===== src/rtl/reg_bank_pkg.sv =====
// Shared types and helpers for the two-requester register bank.
// Optional feature macro used by the top: ARB_CONTENTION_CNT_EN.
package reg_bank_pkg;

  localparam int DATA_W = 32;
  localparam int BE_W   = 4;

  typedef enum logic [1:0] {
    ARB    = 2'd0,
    LOCK_H = 2'd1,
    LOCK_E = 2'd2
  } arb_state_t;

  typedef enum logic {
    HOST   = 1'b0,
    ENGINE = 1'b1
  } side_t;

  // Byte-lane merge: lanes with be=1 take the new data, others keep the old.
  function automatic logic [DATA_W-1:0] be_merge(
    input logic [DATA_W-1:0] old_v,
    input logic [DATA_W-1:0] new_v,
    input logic [BE_W-1:0]   be
  );
    logic [DATA_W-1:0] res;
    res = old_v;
    for (int i = 0; i < BE_W; i++) begin
      res[8*i +: 8] = be[i] ? new_v[8*i +: 8] : old_v[8*i +: 8];
    end
    return res;
  endfunction

endpackage


===== src/rtl/reg_bank_rr_arb.sv =====
// Two-way round-robin grant with the rr pointer flop; in a locked state
// only the lock owner can be granted.
module reg_bank_rr_arb
  import reg_bank_pkg::*;
(
  input  logic       clock,
  input  logic       reset_n,
  input  logic       i_req_h,
  input  logic       i_req_e,
  input  arb_state_t i_state,
  output logic       o_grant_h,
  output logic       o_grant_e
);

  side_t r_rr_ptr;

  // Grant selection for the current cycle.
  always_comb begin
    o_grant_h = 1'b0;
    o_grant_e = 1'b0;
    case (i_state)
      ARB: begin
        if (i_req_h && i_req_e) begin
          o_grant_h = (r_rr_ptr == HOST);
          o_grant_e = (r_rr_ptr == ENGINE);
        end else begin
          o_grant_h = i_req_h;
          o_grant_e = i_req_e;
        end
      end
      LOCK_H:  o_grant_h = i_req_h;
      LOCK_E:  o_grant_e = i_req_e;
      default: begin
        o_grant_h = 1'b0;
        o_grant_e = 1'b0;
      end
    endcase
  end

  // Pointer always moves to the side opposite the one just served.
  always_ff @(posedge clock or negedge reset_n) begin
    if (!reset_n) begin
      r_rr_ptr <= HOST;
    end else if (o_grant_h) begin
      r_rr_ptr <= ENGINE;
    end else if (o_grant_e) begin
      r_rr_ptr <= HOST;
    end else begin
      r_rr_ptr <= r_rr_ptr;
    end
  end

endmodule


===== src/rtl/reg_bank_arbiter.sv =====
// Byte-enabled register bank shared by host and engine with round-robin
// arbitration and RMW lock. Macro ARB_CONTENTION_CNT_EN builds the contention counter.
module reg_bank_arbiter
  import reg_bank_pkg::*;
#(
  parameter int N_REGS   = 8,
  parameter int AW       = 3,
  parameter int LOCK_MAX = 16
) (
  input  logic                     clock,
  input  logic                     reset_n,
  input  logic [AW-1:0]            h_address,
  input  logic                     h_read,
  input  logic                     h_write,
  input  logic [DATA_W-1:0]        h_writedata,
  input  logic [BE_W-1:0]          h_byteenable,
  input  logic                     h_lock,
  output logic                     h_waitrequest,
  output logic [DATA_W-1:0]        h_readdata,
  output logic                     h_readdatavalid,
  input  logic [AW-1:0]            e_address,
  input  logic                     e_read,
  input  logic                     e_write,
  input  logic [DATA_W-1:0]        e_writedata,
  input  logic [BE_W-1:0]          e_byteenable,
  input  logic                     e_lock,
  output logic                     e_waitrequest,
  output logic [DATA_W-1:0]        e_readdata,
  output logic                     e_readdatavalid,
  output logic [N_REGS*DATA_W-1:0] reg_q,
  output logic [15:0]              contention_cnt
);

  localparam int CNT_W = $clog2(LOCK_MAX + 1);

  logic              w_req_h, w_req_e, w_grant_h, w_grant_e, w_grant;
  logic [AW-1:0]     w_addr;
  logic              w_wr, w_lock;
  logic [DATA_W-1:0] w_wdata, w_rdata;
  logic [BE_W-1:0]   w_be;
  arb_state_t        r_state, w_state_nxt;
  logic [CNT_W-1:0]  r_lock_cnt, w_lock_cnt_nxt;
  logic [DATA_W-1:0] r_regs [N_REGS];
  logic [DATA_W-1:0] r_h_rdata, r_e_rdata;
  logic              r_h_rvalid, r_e_rvalid;

  assign w_req_h       = h_read | h_write;
  assign w_req_e       = e_read | e_write;
  assign w_grant       = w_grant_h | w_grant_e;
  assign h_waitrequest = w_req_h & ~w_grant_h;
  assign e_waitrequest = w_req_e & ~w_grant_e;

  reg_bank_rr_arb u_rr_arb (
    .clock     (clock),
    .reset_n   (reset_n),
    .i_req_h   (w_req_h),
    .i_req_e   (w_req_e),
    .i_state   (r_state),
    .o_grant_h (w_grant_h),
    .o_grant_e (w_grant_e)
  );

  assign w_addr  = w_grant_e ? e_address    : h_address;
  assign w_wdata = w_grant_e ? e_writedata  : h_writedata;
  assign w_be    = w_grant_e ? e_byteenable : h_byteenable;
  assign w_lock  = w_grant_e ? e_lock       : h_lock;
  assign w_wr    = w_grant_e ? e_write      : (w_grant_h & h_write);

  // Out-of-range addresses match no register, so reads return 0.
  always_comb begin
    w_rdata = '0;
    for (int i = 0; i < N_REGS; i++) begin
      w_rdata = w_rdata | ({DATA_W{w_addr == AW'(i)}} & r_regs[i]);
    end
  end

  // Register bank write port; out-of-range writes fall through unmatched.
  always_ff @(posedge clock or negedge reset_n) begin
    if (!reset_n) begin
      for (int i = 0; i < N_REGS; i++) r_regs[i] <= '0;
    end else begin
      for (int i = 0; i < N_REGS; i++) begin
        if (w_wr && (w_addr == AW'(i))) begin
          r_regs[i] <= be_merge(r_regs[i], w_wdata, w_be);
        end else begin
          r_regs[i] <= r_regs[i];
        end
      end
    end
  end

  // Read response registered one cycle after the grant edge.
  always_ff @(posedge clock or negedge reset_n) begin
    if (!reset_n) begin
      r_h_rdata  <= '0;
      r_e_rdata  <= '0;
      r_h_rvalid <= 1'b0;
      r_e_rvalid <= 1'b0;
    end else begin
      r_h_rvalid <= w_grant_h & h_read;
      r_e_rvalid <= w_grant_e & e_read;
      r_h_rdata  <= (w_grant_h && h_read) ? w_rdata : r_h_rdata;
      r_e_rdata  <= (w_grant_e && e_read) ? w_rdata : r_e_rdata;
    end
  end

  assign h_readdata      = r_h_rdata;
  assign h_readdatavalid = r_h_rvalid;
  assign e_readdata      = r_e_rdata;
  assign e_readdatavalid = r_e_rvalid;

  // Lock FSM: the grant that reaches LOCK_MAX completes, then releases.
  always_comb begin
    w_state_nxt    = r_state;
    w_lock_cnt_nxt = r_lock_cnt;
    case (r_state)
      ARB: begin
        if (w_grant && w_lock && (LOCK_MAX > 1)) begin
          w_state_nxt    = w_grant_h ? LOCK_H : LOCK_E;
          w_lock_cnt_nxt = CNT_W'(1);
        end else begin
          w_state_nxt    = ARB;
          w_lock_cnt_nxt = '0;
        end
      end
      LOCK_H, LOCK_E: begin
        if (w_grant && (!w_lock || (r_lock_cnt >= CNT_W'(LOCK_MAX - 1)))) begin
          w_state_nxt    = ARB;
          w_lock_cnt_nxt = '0;
        end else if (w_grant) begin
          w_lock_cnt_nxt = r_lock_cnt + CNT_W'(1);
        end else begin
          w_lock_cnt_nxt = r_lock_cnt;
        end
      end
      default: begin
        w_state_nxt    = ARB;
        w_lock_cnt_nxt = '0;
      end
    endcase
  end

  // FSM state and lock counter registers.
  always_ff @(posedge clock or negedge reset_n) begin
    if (!reset_n) begin
      r_state    <= ARB;
      r_lock_cnt <= '0;
    end else begin
      r_state    <= w_state_nxt;
      r_lock_cnt <= w_lock_cnt_nxt;
    end
  end

  for (genvar g = 0; g < N_REGS; g++) begin : g_reg_q
    assign reg_q[g*DATA_W +: DATA_W] = r_regs[g];
  end

`ifdef ARB_CONTENTION_CNT_EN
  logic [15:0] r_contention_cnt;

  // Saturating count of cycles where both sides request.
  always_ff @(posedge clock or negedge reset_n) begin
    if (!reset_n) begin
      r_contention_cnt <= 16'h0000;
    end else if (w_req_h && w_req_e && (r_contention_cnt != 16'hFFFF)) begin
      r_contention_cnt <= r_contention_cnt + 16'h0001;
    end else begin
      r_contention_cnt <= r_contention_cnt;
    end
  end

  assign contention_cnt = r_contention_cnt;
`else
  assign contention_cnt = 16'h0000;
`endif

endmodule


===== config.mk =====
export PLATFORM = sky130hd
export DESIGN_NAME = reg_bank_arbiter
export DESIGN_NICKNAME = d
export VERILOG_FILES = /design/src/rtl/reg_bank_pkg.sv /design/src/rtl/reg_bank_rr_arb.sv /design/src/rtl/reg_bank_arbiter.sv
export SDC_FILE = /design/constraint.sdc
export NUM_CORES = 1
export LEC_CHECK = 0
export BUFFER_PORTS_ARGS = -buffer_cell sky130_fd_sc_hd__buf_2
export CORE_AREA = 2 2 206 208
export DETAILED_ROUTE_END_ITERATION = 10
export DIE_AREA = 0 0 208 210
export HOLD_SLACK_MARGIN = 0.1
export SYNTH_ARGS = -nofsm -noshare
export SYNTH_HDL_FRONTEND = slang
export SYNTH_HIERARCHICAL = 1
export SYNTH_SLANG_ARGS = --single-unit

===== constraint.sdc =====
create_clock -name clock -period 2.55 [get_ports clock]
set_input_delay 0.1275 -clock clock [delete_from_list [all_inputs] [get_ports clock]]
set_output_delay 0.1275 -clock clock [all_outputs]
set_load 0.03 [all_outputs]

# Yosys cells after proc, flatten, opt, wreduce, memory -nomap -nowiden
# Cells that the tools add are included.
[word_totals]
regBits = 330
elab_cells = 148
[classes]
addsub = 1
order_cmp = 1
eq_ne = 11
muxes = 19
bitwise_logic = 26
n_reduce_logical = 51
[ops]
columns = ["operator", "count"]
rows = [
  ["$and A32 B32 Y32", 8],
  ["$or A32 B32 Y32", 7],
  ["$reduce_and A2 Y1", 32],
  ["$mux W32", 1],
  ["$logic_and A1 B1 Y1", 13],
  ["$eq A3 B3 Y1 const B", 4],
  ["$mux W5", 2],
  ["$pmux W5 S2", 1],
  ["$mux W1", 7],
  ["$eq A3 B2 Y1 const B", 2],
  ["$mux W2", 3],
  ["$add A5 B1 Y5 const B", 1],
  ["$and A1 B1 Y1", 5],
  ["$ge A5 B4 Y1 const B", 1],
  ["$mux W4", 1],
  ["$pmux W1 S2", 2],
  ["$pmux W2 S2", 1],
  ["$eq A3 B1 Y1 const B", 1],
  ["$logic_not A3 Y1", 1],
  ["$mux W3", 1],
  ["$ne A3 B3 Y1 const B", 1],
  ["$not A1 Y1", 3],
  ["$or A1 B1 Y1", 3],
  ["$eq A2 B1 Y1 const B", 1],
  ["other kinds (7)", 7],
]

# Logic depth before layout (Yosys ltp)
[depth]
depth_word = 14
depth_mapped = 11

# Cells and area by module
# Netlist, hierarchy kept.
[modules_own_cells]
columns = ["mod", "instances", "cells_per_inst", "area_each_um2", "seq_area_each_um2"]
rows = [
  ["reg_bank_arbiter", 1, 1368, 16249.3, 8232.9],
  ["reg_bank_rr_arb", 1, 8, 77.6, 25.0],
]

# Least setup slack after synthesis
# OpenSTA, ideal clock, no wires.
[synth_path]
path_kind = "in2reg"
from = "input h_read"
to = "register r_regs, in the netlist reg_q[32]"
t_arrival_ps = 2273
t_required_ps = 2422
setup_slack_ps = 150
stages = 9
path_cell_list = "or2_2 nor3b_2 nor2_1 buf_6 buf_12 buf_4 clkbuf_1 mux2_2 mux2_1"
[synth_between]
elab_chain_cells = 8
[synth_rtl]
columns = ["item", "line", "rtl"]
rows = [
  ["from (decl)", "reg_bank_arbiter.sv:13", "input logic h_read,"],
  ["$or A1 B1 Y1 (*)", "reg_bank_arbiter.sv:47", "assign w_req_h = h_read | h_write;"],
  ["$logic_and A1 B1 Y1 (*)", "reg_bank_rr_arb.sv:23", "if (i_req_h && i_req_e) begin"],
  ["$mux W1 (*)", "reg_bank_rr_arb.sv:23", ""],
  ["$pmux W1 S2 (*)", "reg_bank_rr_arb.sv:21", "case (i_state)"],
  ["via w_grant_e", "reg_bank_arbiter.sv:36", "logic w_req_h, w_req_e, w_grant_h, w_grant_e, w_grant;"],
  ["$mux W3", "reg_bank_arbiter.sv:63", "assign w_addr = w_grant_e ? e_address : h_address;"],
  ["$eq A3 B1 Y1", "reg_bank_arbiter.sv:83", "if (w_wr && (w_addr == AW'(i))) begin"],
  ["$logic_and A1 B1 Y1", "reg_bank_arbiter.sv:83", ""],
  ["$reduce_and A2 Y1 (no line)", "--", ""],
  ["to (signal, indexed assignment)", "reg_bank_arbiter.sv:84", "r_regs[i] <= be_merge(r_regs[i], w_wdata, w_be);"],
  ["to (signal, indexed assignment)", "reg_bank_arbiter.sv:86", "r_regs[i] <= r_regs[i];"],
  ["to (decl)", "reg_bank_arbiter.sv:43", "logic [DATA_W-1:0] r_regs [N_REGS];"],
]
# Mark *: on every way through the listed nets, which the timed path passes. The rest lies on a longest branch.
# A chain may end at the register's enable or synchronous reset.

# Worst setup path in the final report
[layout_path]
from = "register u_rr_arb.r_rr_ptr"
to = "register r_h_rdata[0] (netlist: h_readdata[0])"
[layout_between]
elab_chain_cells = 12
[layout_rtl]
columns = ["item", "line", "rtl"]
rows = [
  ["from (decl)", "reg_bank_rr_arb.sv:15", "side_t r_rr_ptr;"],
  ["from (signal assigned)", "reg_bank_rr_arb.sv:49", "r_rr_ptr <= r_rr_ptr;"],
  ["$mux W1 (*)", "reg_bank_rr_arb.sv:23", ""],
  ["$pmux W1 S2 (*)", "reg_bank_rr_arb.sv:21", ""],
  ["via w_grant_e", "reg_bank_arbiter.sv:36", ""],
  ["$mux W3 (*)", "reg_bank_arbiter.sv:63", ""],
  ["$eq A3 B1 Y1 or $logic_not A3 Y1 (tied branches)", "reg_bank_arbiter.sv:73", "w_rdata = w_rdata | ({DATA_W{w_addr == AW'(i)}} & r_regs[i]);"],
  ["$and A32 B32 Y32", "reg_bank_arbiter.sv:73", ""],
  ["$or A32 B32 Y32 (6 in a row)", "reg_bank_arbiter.sv:73", ""],
  ["$or A32 B32 Y32 (*)", "reg_bank_arbiter.sv:73", ""],
  ["to (signal assigned)", "reg_bank_arbiter.sv:102", "r_h_rdata <= (w_grant_h && h_read) ? w_rdata : r_h_rdata;"],
  ["to (decl)", "reg_bank_arbiter.sv:44", "logic [DATA_W-1:0] r_h_rdata, r_e_rdata;"],
]
# Marks and branches as above.

==> impl_metrics.tcl <==
set metrics [dict create \
    clk_latency_ps 540 \
    synth.area.top_cells "dfrtp_1 (51%), mux2i_1 (10%), nor2_1 (5.9%), a21oi_1 (5.1%), a221oi_4 (3.9%)" \
    status "completed" \
    worst_setup_path_end_kind "flip-flop" \
    syn_inst 1376 \
    ctsLongestPathBuffers 3 \
    stdcell_count 2502 \
    power_density_mw_per_mm2 1515 \
    dp_cells 2364 \
    path_max_fanout 16 \
    peakVddDrop_v 0.0008706 \
    grt_max_degree 76 \
    rr_endpoint "h_readdata[0]$_DFFE_PN0P_" \
    ant_nets 0 \
    cts_num_sinks 330 \
    cp_num_buf_inv 2 \
    critPathSlowestCell "or3b_1" \
    htree_levels 2 \
    critPathTopFamily "simple AND/OR/NAND/NOR gates" \
    grt_setup_unrepaired "false" \
    finalWirelength_um 54040 \
    finish.instance_area_mm2 0.02186 \
    area_delta_synth_final_pct 33.89 \
    use_met1_pct 31.58 \
    hold_viol 0 \
    coreArea_mm2 0.04148 \
    arrival_ps 2850 \
    use_met3_pct 5.304 \
    rr_worst_depth 8 \
    setup_viol 0 \
    grt_pass1_vias 13670 \
    antenna_found_initial 6 \
    r2r_slack_ps 150 \
    setup_tns_ps 0 \
    leakagePower_nw 10.66 \
    dr.pass1.iters 5 \
    worst_slew_pin_slew_ps 693.9 \
    ys.flop_type "dfrtp_1" \
    crit_chain "nor3b_2, nor2_4, buf_12, or3b_1, and2_4, buf_4, o22a_1, a31oi_1" \
    cts_tree "done" \
    layout_commonest_cell "buf_2" \
    hp-class "in -> reg" \
    fin_nets 2020 \
    max_freq_mhz 416.9 \
    yosysUniqueCellTypes 57 \
    gr-usage-met2_pct 40.69 \
    die_width_um 208 \
    cts_buffers 38 \
    grt_remaining_overflow 0 \
    fin_crit_sh_pct 94.06 \
    busiest_layer "met2" \
    drive_above_1_share_pct 38.53 \
    endpoint "h_readdata[0]$_DFFE_PN0P_" \
    r2r-start "u_rr_arb/r_rr_ptr$_DFFE_PN0P_" \
    cp.depth 8 \
    power_w 0.03311 \
    hp-start "h_lock" \
    via_count 13350 \
    seq_area_frac_synth_pct 50.58 \
    drc 0 \
    skew_ps 8.602 \
    slew_headroom_pct 53.74 \
    die_area_mm2 0.04368 \
    root_buffer "clkbuf_16" \
    fp.dieH_um 210 \
    gp_congestion 0.8684 \
    port_buffers 409 \
    grt_pass1_wl_um 82830 \
    clk_pin_slew_ps 60 \
    path_class "reg -> reg" \
    wl_per_cell_um 21.60 \
    async_flop_share_pct 100.0 \
    synth-seq-cells 330 \
    syn_area_per_cell_um2 11.87 \
    yosysWarnings 6 \
    min_period_ps 2399 \
    critPathLaunchType "flip-flop" \
    yosysTopAreaCell "dfrtp_1" \
    critical-path-max-stage-delay_ps 420 \
    maxSlewViolCount 0 \
    synth.cell_area_mm2 0.01633 \
    hpwl_um 39400 \
    postPlaceCellArea_mm2 0.01988 \
    cap_violations 0 \
    layout_common_cells "buf_2 (408), dfrtp_1 (330), nor2_1 (256)" \
    io_pins 426 \
    postCtsSetupBuffers 0 \
    fp-row-count 75 \
    synth_edf_count 0 \
    cp_data_required_time_ps 3000 \
    start_util_pct 39.36 \
    grtUsageTotal_pct 24.55 \
    utilization_pct 52.70 \
    viasPerCell 5.336 \
    drt_iter0_drc 684 \
    synth_top_area_share_pct 50.58 \
    cp-startpoint "u_rr_arb/r_rr_ptr$_DFFE_PN0P_" \
]
==> worst reg2reg max path, cell delays in order (launching register included) <==
cell and delay [ps]:
dfrtp_1 410, nor3b_2 290, nor2_4 110, buf_12 170, or3b_1 430, and2_4 270
buf_4 220, o22a_1 230, a31oi_1 190
==> cell usage after synthesis, types with 4 or more instances <==
cell / instances
a21oi_1: 168
a21oi_2: 26
a221oi_4: 24
a31oi_1: 65
buf_2: 23
buf_4: 33
buf_6: 24
clkbuf_1: 14
dfrtp_1: 330
ha_1: 4
inv_1: 8
mux2_1: 24
mux2_2: 41
mux2_4: 32
mux2i_1: 163
mux2i_4: 4
nand2b_1: 5
nor2_1: 257
nor2_2: 6
nor2_8: 4
o22a_1: 64
==> flip-flops by register name (all words and copies together) (netlist names) <==
signal / flops
u_rr_arb/r_rr_ptr: 1
r_state: 2
reg_q: 256
r_lock_cnt: 5
e_readdatavalid: 1
h_readdata: 32
h_readdatavalid: 1
e_readdata: 32
==> kinds of logic after synthesis <==
family	share of synthesized area (%)
adder cells (fa/ha/maj)	0.3065
AND/OR/NAND/NOR	9.150
multiplexers	17.97
flip-flops	50.58
AO/OA/AOI/OAI	17.17
buffers and inverters	4.805
other	0.02297
==> worst min-delay path by stage <==
stage | end | slack [ps] | cells after the start
floorplan | e_readdata[0]$_DFFE_PN0P_ | -170 | 0
global placement | reg_q[32]$_DFFE_PN0P_ | 180 | 1
detailed placement | reg_q[33]$_DFFE_PN0P_ | 180 | 1
CTS | r_state[0]$_DFFE_PN0P_ | 130 | 4
global route | r_state[0]$_DFFE_PN0P_ | 170 | 4
finish | r_state[0]$_DFFE_PN0P_ | 150 | 4
==> report_power, final <==
| group | switching, W | internal [W] |
|---|---|---|
| Combinational | 0.0112 | 0.00594 |
| Sequential | 0.00234 | 0.00790 |
| Clock | 0.00221 | 0.00356 |
==> metrics by stage <==
step                hold slack [ps]  setup slack (ps)
global placement              184.4             84.47
finish                        151.8             151.5
detailed placement            181.5             59.54
floorplan                    -168.1             149.7
global route                  171.0            0.4055
CTS                           125.5             96.16
==> metal layers <==
layer,vias up,share of wire [%]
met5,-,0
met4,0,3.3
met3,92,6.6
met2,511,48
met1,6673,42
li1,6074,-
==> timing repair <==
item / 4_1_cts / 5_1_grt
gates resized for setup: 0 / 0
endpoints found under the setup margin: 0 / 2
hold endpoints to repair: 448 / 0
hold buffers: 65 / 0
==> final cells by class <==
class                           instances  area (um2)
Sequential cell                       330        8258
Fill cell                            3701       19620
Antenna cell                            6       15.01
Clock buffer                           56        1122
Inverter                                8       30.03
Multi-Input combinational cell        954        7395
Tap cell                              539       674.4
Clock inverter                         11       188.9
Timing Repair Buffer                  598        4177
No activity file was read; power rests on OpenSTA's default activity.
